### src/rtl/adpcm_enc_ctrl.sv
// ---------------------------------------------------------------------------
// adpcm_enc_ctrl
//
// Sequencer that feeds 16-bit PCM samples one at a time to an external ADPCM
// codec core (encode direction), collects the 4-bit code for each sample and
// packs two codes per output byte. The first sample of a pair goes in the
// low nibble. A lone pending nibble can be pushed out early with flush.
//
// Core handshake: a sample is started by toggling core_req. The core drops
// core_ack while it works and raises it again when the code is ready. Each
// of the two waits has a timeout. If a timeout expires, the block parks in
// ERR with a sticky err_timeout flag until enable is dropped or rstn is
// asserted.
//
// Ports
//   clk          in   rising-edge clock
//   rstn         in   asynchronous active-low reset
//   enable       in   synchronous run enable (0 = clear and hold idle)
//   pcm_valid    in   PCM sample offered
//   pcm_ready    out  PCM sample accepted this cycle (high only in IDLE)
//   pcm[15:0]    in   signed PCM sample
//   byte_valid   out  packed ADPCM byte available (high only in OUT)
//   byte_ready   in   downstream accepts byte_out
//   byte_out[7:0]out  packed ADPCM byte {second code, first code}
//   flush        in   level request to emit a pending lone nibble
//   core_req     out  toggle-per-sample request to the codec core
//   core_ack     in   core idle indication (low while converting)
//   core_pcm     out  sample presented to the core
//   core_adpcm   in   4-bit code returned by the core
//   core_sel_rx  out  core direction select, tied to encode (0)
//   busy         out  high whenever the sequencer is not idle
//   err_timeout  out  sticky core-handshake timeout flag
//   sample_cnt   out  number of samples encoded (wraps at 16 bits)
// ---------------------------------------------------------------------------
module adpcm_enc_ctrl (
  input  logic               clk,
  input  logic               rstn,
  input  logic               enable,
  input  logic               pcm_valid,
  output logic               pcm_ready,
  input  logic signed [15:0] pcm,
  output logic               byte_valid,
  input  logic               byte_ready,
  output logic [7:0]         byte_out,
  input  logic               flush,
  output logic               core_req,
  input  logic               core_ack,
  output logic [15:0]        core_pcm,
  input  logic [3:0]         core_adpcm,
  output logic               core_sel_rx,
  output logic               busy,
  output logic               err_timeout,
  output logic [15:0]        sample_cnt
);

  // Timer value at which the next unexpected ack sample ends in ERR:
  // the 4th consecutive "still idle" sample while waiting for the core to
  // start, or the 16th consecutive "still busy" sample while it converts.
  localparam logic [3:0] BUSY_LAST = 4'd3;
  localparam logic [3:0] DONE_LAST = 4'd15;

  typedef enum logic [2:0] {
    IDLE      = 3'd0,
    LAUNCH    = 3'd1,
    WAIT_BUSY = 3'd2,
    WAIT_DONE = 3'd3,
    STORE     = 3'd4,
    OUT       = 3'd5,
    ERR       = 3'd6
  } state_t;

  state_t      state_q, state_d;
  logic        core_req_q, core_req_d;
  logic [15:0] core_pcm_q, core_pcm_d;
  logic [7:0]  byte_out_q, byte_out_d;
  logic [3:0]  nib_lo_q, nib_lo_d;
  logic        half_q, half_d;
  logic [3:0]  timer_q, timer_d;
  logic [15:0] sample_cnt_q, sample_cnt_d;
  logic        err_q, err_d;

  // -------------------------------------------------------------------------
  // State register
  // -------------------------------------------------------------------------
  always_ff @(posedge clk or negedge rstn) begin
    if (!rstn) begin
      state_q      <= IDLE;
      core_req_q   <= 1'b0;
      core_pcm_q   <= '0;
      byte_out_q   <= '0;
      nib_lo_q     <= '0;
      half_q       <= 1'b0;
      timer_q      <= '0;
      sample_cnt_q <= '0;
      err_q        <= 1'b0;
    end else begin
      state_q      <= state_d;
      core_req_q   <= core_req_d;
      core_pcm_q   <= core_pcm_d;
      byte_out_q   <= byte_out_d;
      nib_lo_q     <= nib_lo_d;
      half_q       <= half_d;
      timer_q      <= timer_d;
      sample_cnt_q <= sample_cnt_d;
      err_q        <= err_d;
    end
  end

  // -------------------------------------------------------------------------
  // Next-state logic
  // -------------------------------------------------------------------------
  always_comb begin
    state_d      = state_q;
    core_req_d   = core_req_q;
    core_pcm_d   = core_pcm_q;
    byte_out_d   = byte_out_q;
    nib_lo_d     = nib_lo_q;
    half_d       = half_q;
    timer_d      = timer_q;
    sample_cnt_d = sample_cnt_q;
    err_d        = err_q;

    if (!enable) begin
      // Drop everything, including any half-packed byte. core_req keeps its
      // level: changing it here would look like a new request to the core.
      state_d      = IDLE;
      core_pcm_d   = '0;
      byte_out_d   = '0;
      nib_lo_d     = '0;
      half_d       = 1'b0;
      timer_d      = '0;
      sample_cnt_d = '0;
      err_d        = 1'b0;
    end else begin
      case (state_q)
        IDLE: begin
          // pcm_ready is high throughout IDLE, so pcm_valid alone is the
          // handshake. A new sample wins over flush.
          if (pcm_valid) begin
            core_pcm_d = pcm;
            state_d    = LAUNCH;
          end else if (flush && half_q) begin
            byte_out_d = {4'b0000, nib_lo_q};
            half_d     = 1'b0;
            state_d    = OUT;
          end
        end

        LAUNCH: begin
          core_req_d = ~core_req_q;
          timer_d    = '0;
          state_d    = WAIT_BUSY;
        end

        WAIT_BUSY: begin
          if (!core_ack) begin
            timer_d = '0;
            state_d = WAIT_DONE;
          end else if (timer_q == BUSY_LAST) begin
            err_d   = 1'b1;
            state_d = ERR;
          end else begin
            timer_d = timer_q + 4'd1;
          end
        end

        WAIT_DONE: begin
          if (core_ack) begin
            state_d = STORE;
          end else if (timer_q == DONE_LAST) begin
            err_d   = 1'b1;
            state_d = ERR;
          end else begin
            timer_d = timer_q + 4'd1;
          end
        end

        STORE: begin
          sample_cnt_d = sample_cnt_q + 16'd1;
          if (half_q) begin
            byte_out_d = {core_adpcm, nib_lo_q};
            half_d     = 1'b0;
            state_d    = OUT;
          end else begin
            nib_lo_d = core_adpcm;
            half_d   = 1'b1;
            state_d  = IDLE;
          end
        end

        OUT: begin
          // byte_out is only written on the way into OUT, so it stays put
          // for as long as the consumer stalls.
          if (byte_ready) begin
            state_d = IDLE;
          end
        end

        ERR: begin
          err_d = 1'b1;
        end

        default: begin
          state_d = IDLE;
        end
      endcase
    end
  end

  // -------------------------------------------------------------------------
  // Outputs
  // -------------------------------------------------------------------------
  assign pcm_ready   = (state_q == IDLE);
  assign busy        = (state_q != IDLE);
  assign byte_valid  = (state_q == OUT);
  assign byte_out    = byte_out_q;
  assign core_req    = core_req_q;
  assign core_pcm    = core_pcm_q;
  assign core_sel_rx = 1'b0;
  assign err_timeout = err_q;
  assign sample_cnt  = sample_cnt_q;

endmodule

### config.mk
export PLATFORM = sky130hd
export DESIGN_NAME = adpcm_enc_ctrl
export DESIGN_NICKNAME = d
export VERILOG_FILES = /design/src/rtl/adpcm_enc_ctrl.sv
export SDC_FILE = /design/constraint.sdc
export NUM_CORES = 1
export LEC_CHECK = 0
export CORE_MARGIN = 3
export CORE_UTILIZATION = 47
export DETAILED_ROUTE_END_ITERATION = 10
export PLACE_DENSITY = 0.85
export SLEW_MARGIN = 20
export SYNTH_ARGS = -nofsm -noshare
export SYNTH_HDL_FRONTEND = slang
export SYNTH_SLANG_ARGS = --single-unit
### constraint.sdc
create_clock -name clk -period 2.1 [get_ports clk]
set_input_delay 0.63 -clock clk [delete_from_list [all_inputs] [get_ports clk]]
set_output_delay 0.63 -clock clk [all_outputs]
set_load 0.02 [all_outputs]
# Word-level counts from Yosys, hierarchy flattened
# Index checks and enable logic that the tools add are counted.
# word_totals
output_inout_bits	46
elab_cells	92
regBits	54
inputBits	27
# classes
n_mux	40
n_reduce_logical	11
add_sub_neg	2
bitwise	1
eq_ne	29
# op_table
op	n
2-to-1 mux 16 bit	5
2-to-1 mux 4 bit	8
2-to-1 mux 8 bit	4
2-to-1 mux 3 bit	9
inequality test 3 bit, second input constant	7
case mux 3 bit (7 select lines)	1
adder 16 x 1 -> 16 bit, second input constant	1
case mux 8 bit (2 select lines)	1
inequality test 4 bit, second input constant	3
case mux 4 bit (3 select lines)	1
AND reduction 5 bit	2
== test 3 bit, second input constant	3
2-to-1 mux 1 bit	9
inequality test 4 x 1 -> 1 bit, second input constant	2
AND reduction 4 bit	2
== test 3 x 2 -> 1 bit, second input constant	2
inequality test 2 x 1 -> 1 bit, second input constant	3
inequality test 3 x 2 -> 1 bit, second input constant	2
AND reduction 2 bit	3
adder 4 x 1 -> 4 bit, second input constant	1
== test 4 x 2 -> 1 bit, second input constant	1
== test 4 bit, second input constant	1
inequality test 2 bit, second input constant	2
inequality test 4 x 3 -> 1 bit, second input constant	1
other kinds (9)	9

# Logic depth before layout (Yosys ltp)
# logic_depth
depth_word	5
depth_mapped	6
depth_no_buf	5

# Worst setup path before layout
# Ideal clock, no wire load.
# synth_timing
kind	flip-flop to output port
from	register state_q[2]
to	output byte_valid
required_time_ns	1.470
n_path_buf	2
path_stages_with_launch	5
slack_ns	0.140
t_arrival_ns	1.330
cell_sequence	dfrtp_1 clkbuf_1 clkbuf_1 nand2_1 nor2_1
# synth_via
elab_chain_len	1
# synth_lines
item	line_no	rtl
start: declaration	72	state_t state_q, state_d;
start signal: assignment	97	state_q <= state_d;
== test 3 bit	215	assign byte_valid = (state_q == OUT);
end: declaration	42	output logic byte_valid,
# No other way between the ends.

# Worst setup path in the final report
# layout_timing
from	register state_q[1]
to	output busy
# layout_via
elab_chain_len	1
# layout_lines
item	line_no	rtl
nonzero test 3 bit	214	assign busy = (state_q != IDLE);
end: declaration	51	output logic busy,
# No other way between the ends.

==> results.cfg <==
[sta]
period_share_pct = 95.8
grt_setup_unrepaired = false
holdWs_ps = 287
setup_viol = 0
maxClockFrequency_ghz = 0.497
tightest_slew_ps = 617
skew_ps = 10.7
slew_violations = 0
slew_headroom_pct = 58.9
period_minus_slack_ps = 2010
hold_viol = 0

[worst_setup_path]
r2r_setup_slack_ps = 140
r2r-end = sample_cnt[13]
worstSetupPathType = reg2out
worstSetupEndpointType = output pin
start_kind = flop
cp.required_ps = 1470
timing.rr.start = state_q[0]
path_cells = nor3_4 -> inv_1 -> dlygate4sd2_1
cp_max_fo = 5
worstRegToRegCells = 5
max_stage_delay_ps = 470
arrival_ps = 1380
slowest_stage = dfrtp_1

[global_route]
grt_usage_pct = 19.7
grt_pass1_wl_um = 9890
antenna_found_initial = 0
overflow = 0
grt_max_degree = 55
grt_pass1_vias = 2150

[final_layout]
utilization_pct = 68.1
fin_nets = 355
syn_to_final_growth_pct = 38.2
final_area_um2 = 3550
drive_gt1_share_pct = 9.82
diodes = 0
instances_no_fill = 396

[synthesis]
ys_top_cells_by_count = 54 x dfrtp_1, 24 x nor2_1, 20 x a21oi_1
synthCells = 245
synth_seq_cells = 54
synth_area_per_cell_um2 = 10.5
synth_edf_count = 0
syn-num-nets = 274
synth_top_area_share_pct = 52.7
yosysMostFrequentCell = dfrtp_1
synthArstFlopShare_pct = 100
yosysWarnings = 0
synth_seq_area_share_pct = 52.7
synthFlopType = dfrtp_1
ys_types = 45
synth_area_leaders = dfrtp_1 53%, a22o_1 5.8%, mux2i_1 4.3%
synth_area_um2 = 2570
yosysTopAreaCell = dfrtp_1

[flow_run]
cap_violations = 0

[cts]
numCtsBuffers = 5
cts_tree = yes
cts_hold_buf = 0
clk-insertion-delay-late_ps = 310
cts_resized = 3
post_cts_buffers = 0
clk_root_buffer_cell = clkbuf_8
cts.path.max_buffers = 2
path_clk_slew_ps = 90
h-tree-depth = 2
clkSinkCount = 54

[power_and_ir_drop]
pwr_density_cell_nw_per_um2 = 905
ir_worst_vdd_uv = 496
p_leak_nw = 1.58

[placed_design]
io_buffers = 71
routabilityCongestion = 0.841
hpwl_um = 4230
postPlaceCellArea_um2 = 3430
dp.cells = 389

[floorplanning]
floorplan.initialDensity_pct = 49.3
fp-row-count = 26
die_h_um = 79.9
fp.coreArea_um2 = 5200
die_x_um = 79.9
die_area_um2 = 6380
io_pins = 73

[detailed_routing]
vias = 2188
drc = 0
ant_nets = 0
drt_wl_total_um = 5960
vias_per_cell = 5.53
wl_per_cell_um = 15.1
drtIter0Drc = 134
firstDrtPassIters = 5

[hold_path]
hold_path.class = in2async

[run_status]
outcome = finished clean
## logic make-up (layout without fill, tap and decap cells)
| kind of cell | count (synthesis) | after routing | synth area share [%] |
|---|---|---|---|
| compound gates | 61 | 61 | 16.2 |
| xor+xnor | 9 | 9 | 3.07 |
| fa+ha+maj | 2 | 2 | 0.975 |
| buf+inv | 24 | 105 | 4.29 |
| flops | 54 | 54 | 52.7 |
| mux | 11 | 11 | 4.29 |
| other cells | 1 | 1 | 0.146 |
| simple gates | 83 | 83 | 18.3 |
## worst max path at each step
| stage | startpoint | cells past startpoint | end |
|---|---|---|---|
| 6_report | state_q[1] | 3 | busy |
| 5_1_grt | sample_cnt[12] | 1 | sample_cnt[12] |
| 3_3_place_gp | enable | 5 | timer_q[2] |
| 2_1_floorplan | state_q[2] | 4 | byte_valid |
| 3_5_place_dp | enable | 5 | timer_q[2] |
| 4_1_cts | sample_cnt[7] | 1 | sample_cnt[7] |
## critical path: cells and delay by family (launching register included)
kind | cells | cell delay [ps]
buffers and inverters | 2 | 360
flip-flops | 1 | 470
AND/OR/NAND/NOR | 1 | 250
## placed cells by master (no fill, tap or decap), drive strengths merged, types with 8 or more instances in the layout
master / n
clkdlybuf4s50: 65
dfrtp: 54
nor2: 24
a21oi: 20
buf: 19
a22o: 17
nand2: 14
mux2i: 11
o21ai: 11
nand4: 9
inv: 8
## power breakdown
| group | leakage [nW] | switching [W] | internal, W |
|---|---|---|---|
| Combinational | 0.788 | 0.000635 | 0.000574 |
| Clock | 0.0542 | 0.000334 | 0.000351 |
| Sequential | 0.742 | 0.000135 | 0.00118 |
| Total | 1.58 | 0.00110 | 0.00210 |
## per-stage QoR
stage | power (W) | TNS [ps] | setup WS, ps
3_5_place_dp | 0.00255 | -479 | -53.9
6_report | 0.00321 | 0 | 88.2
5_1_grt | 0.00340 | 0 | 10.5
3_3_place_gp | 0.00253 | 0 | 18.8
2_1_floorplan | 0.00201 | 0 | 140
4_1_cts | 0.00322 | 0 | 14.9
## routing by layer
metal  up-vias  routed length (um)  global-route usage (%)
li1       1045                   -                       -
met1      1077                2570                    24.9
met2        60                3060                    33.9
met3         6                 277                    4.06
met4         0                  55                    6.08
met5         -                   0                       0
## area by class of cell
| type | instances | area [um^2] |
|---|---|---|
| Clock buffer | 5 | 68.8 |
| Clock inverter | 2 | 38.8 |
| Fill cell | 413 | 1660 |
| Inverter | 9 | 33.8 |
| Multi-Input combinational cell | 167 | 1110 |
| Sequential cell | 54 | 1350 |
| Tap cell | 70 | 87.6 |
| Timing Repair Buffer | 89 | 855 |
## flip-flops by register name, summed over array words and instances, names as in the netlist
name,count
nib_lo_q,4
core_req,1
state_q,3
half_q,1
byte_out,8
core_pcm,16
timer_q,4
sample_cnt,16
err_timeout,1
(Power assumes the default switching activity.)
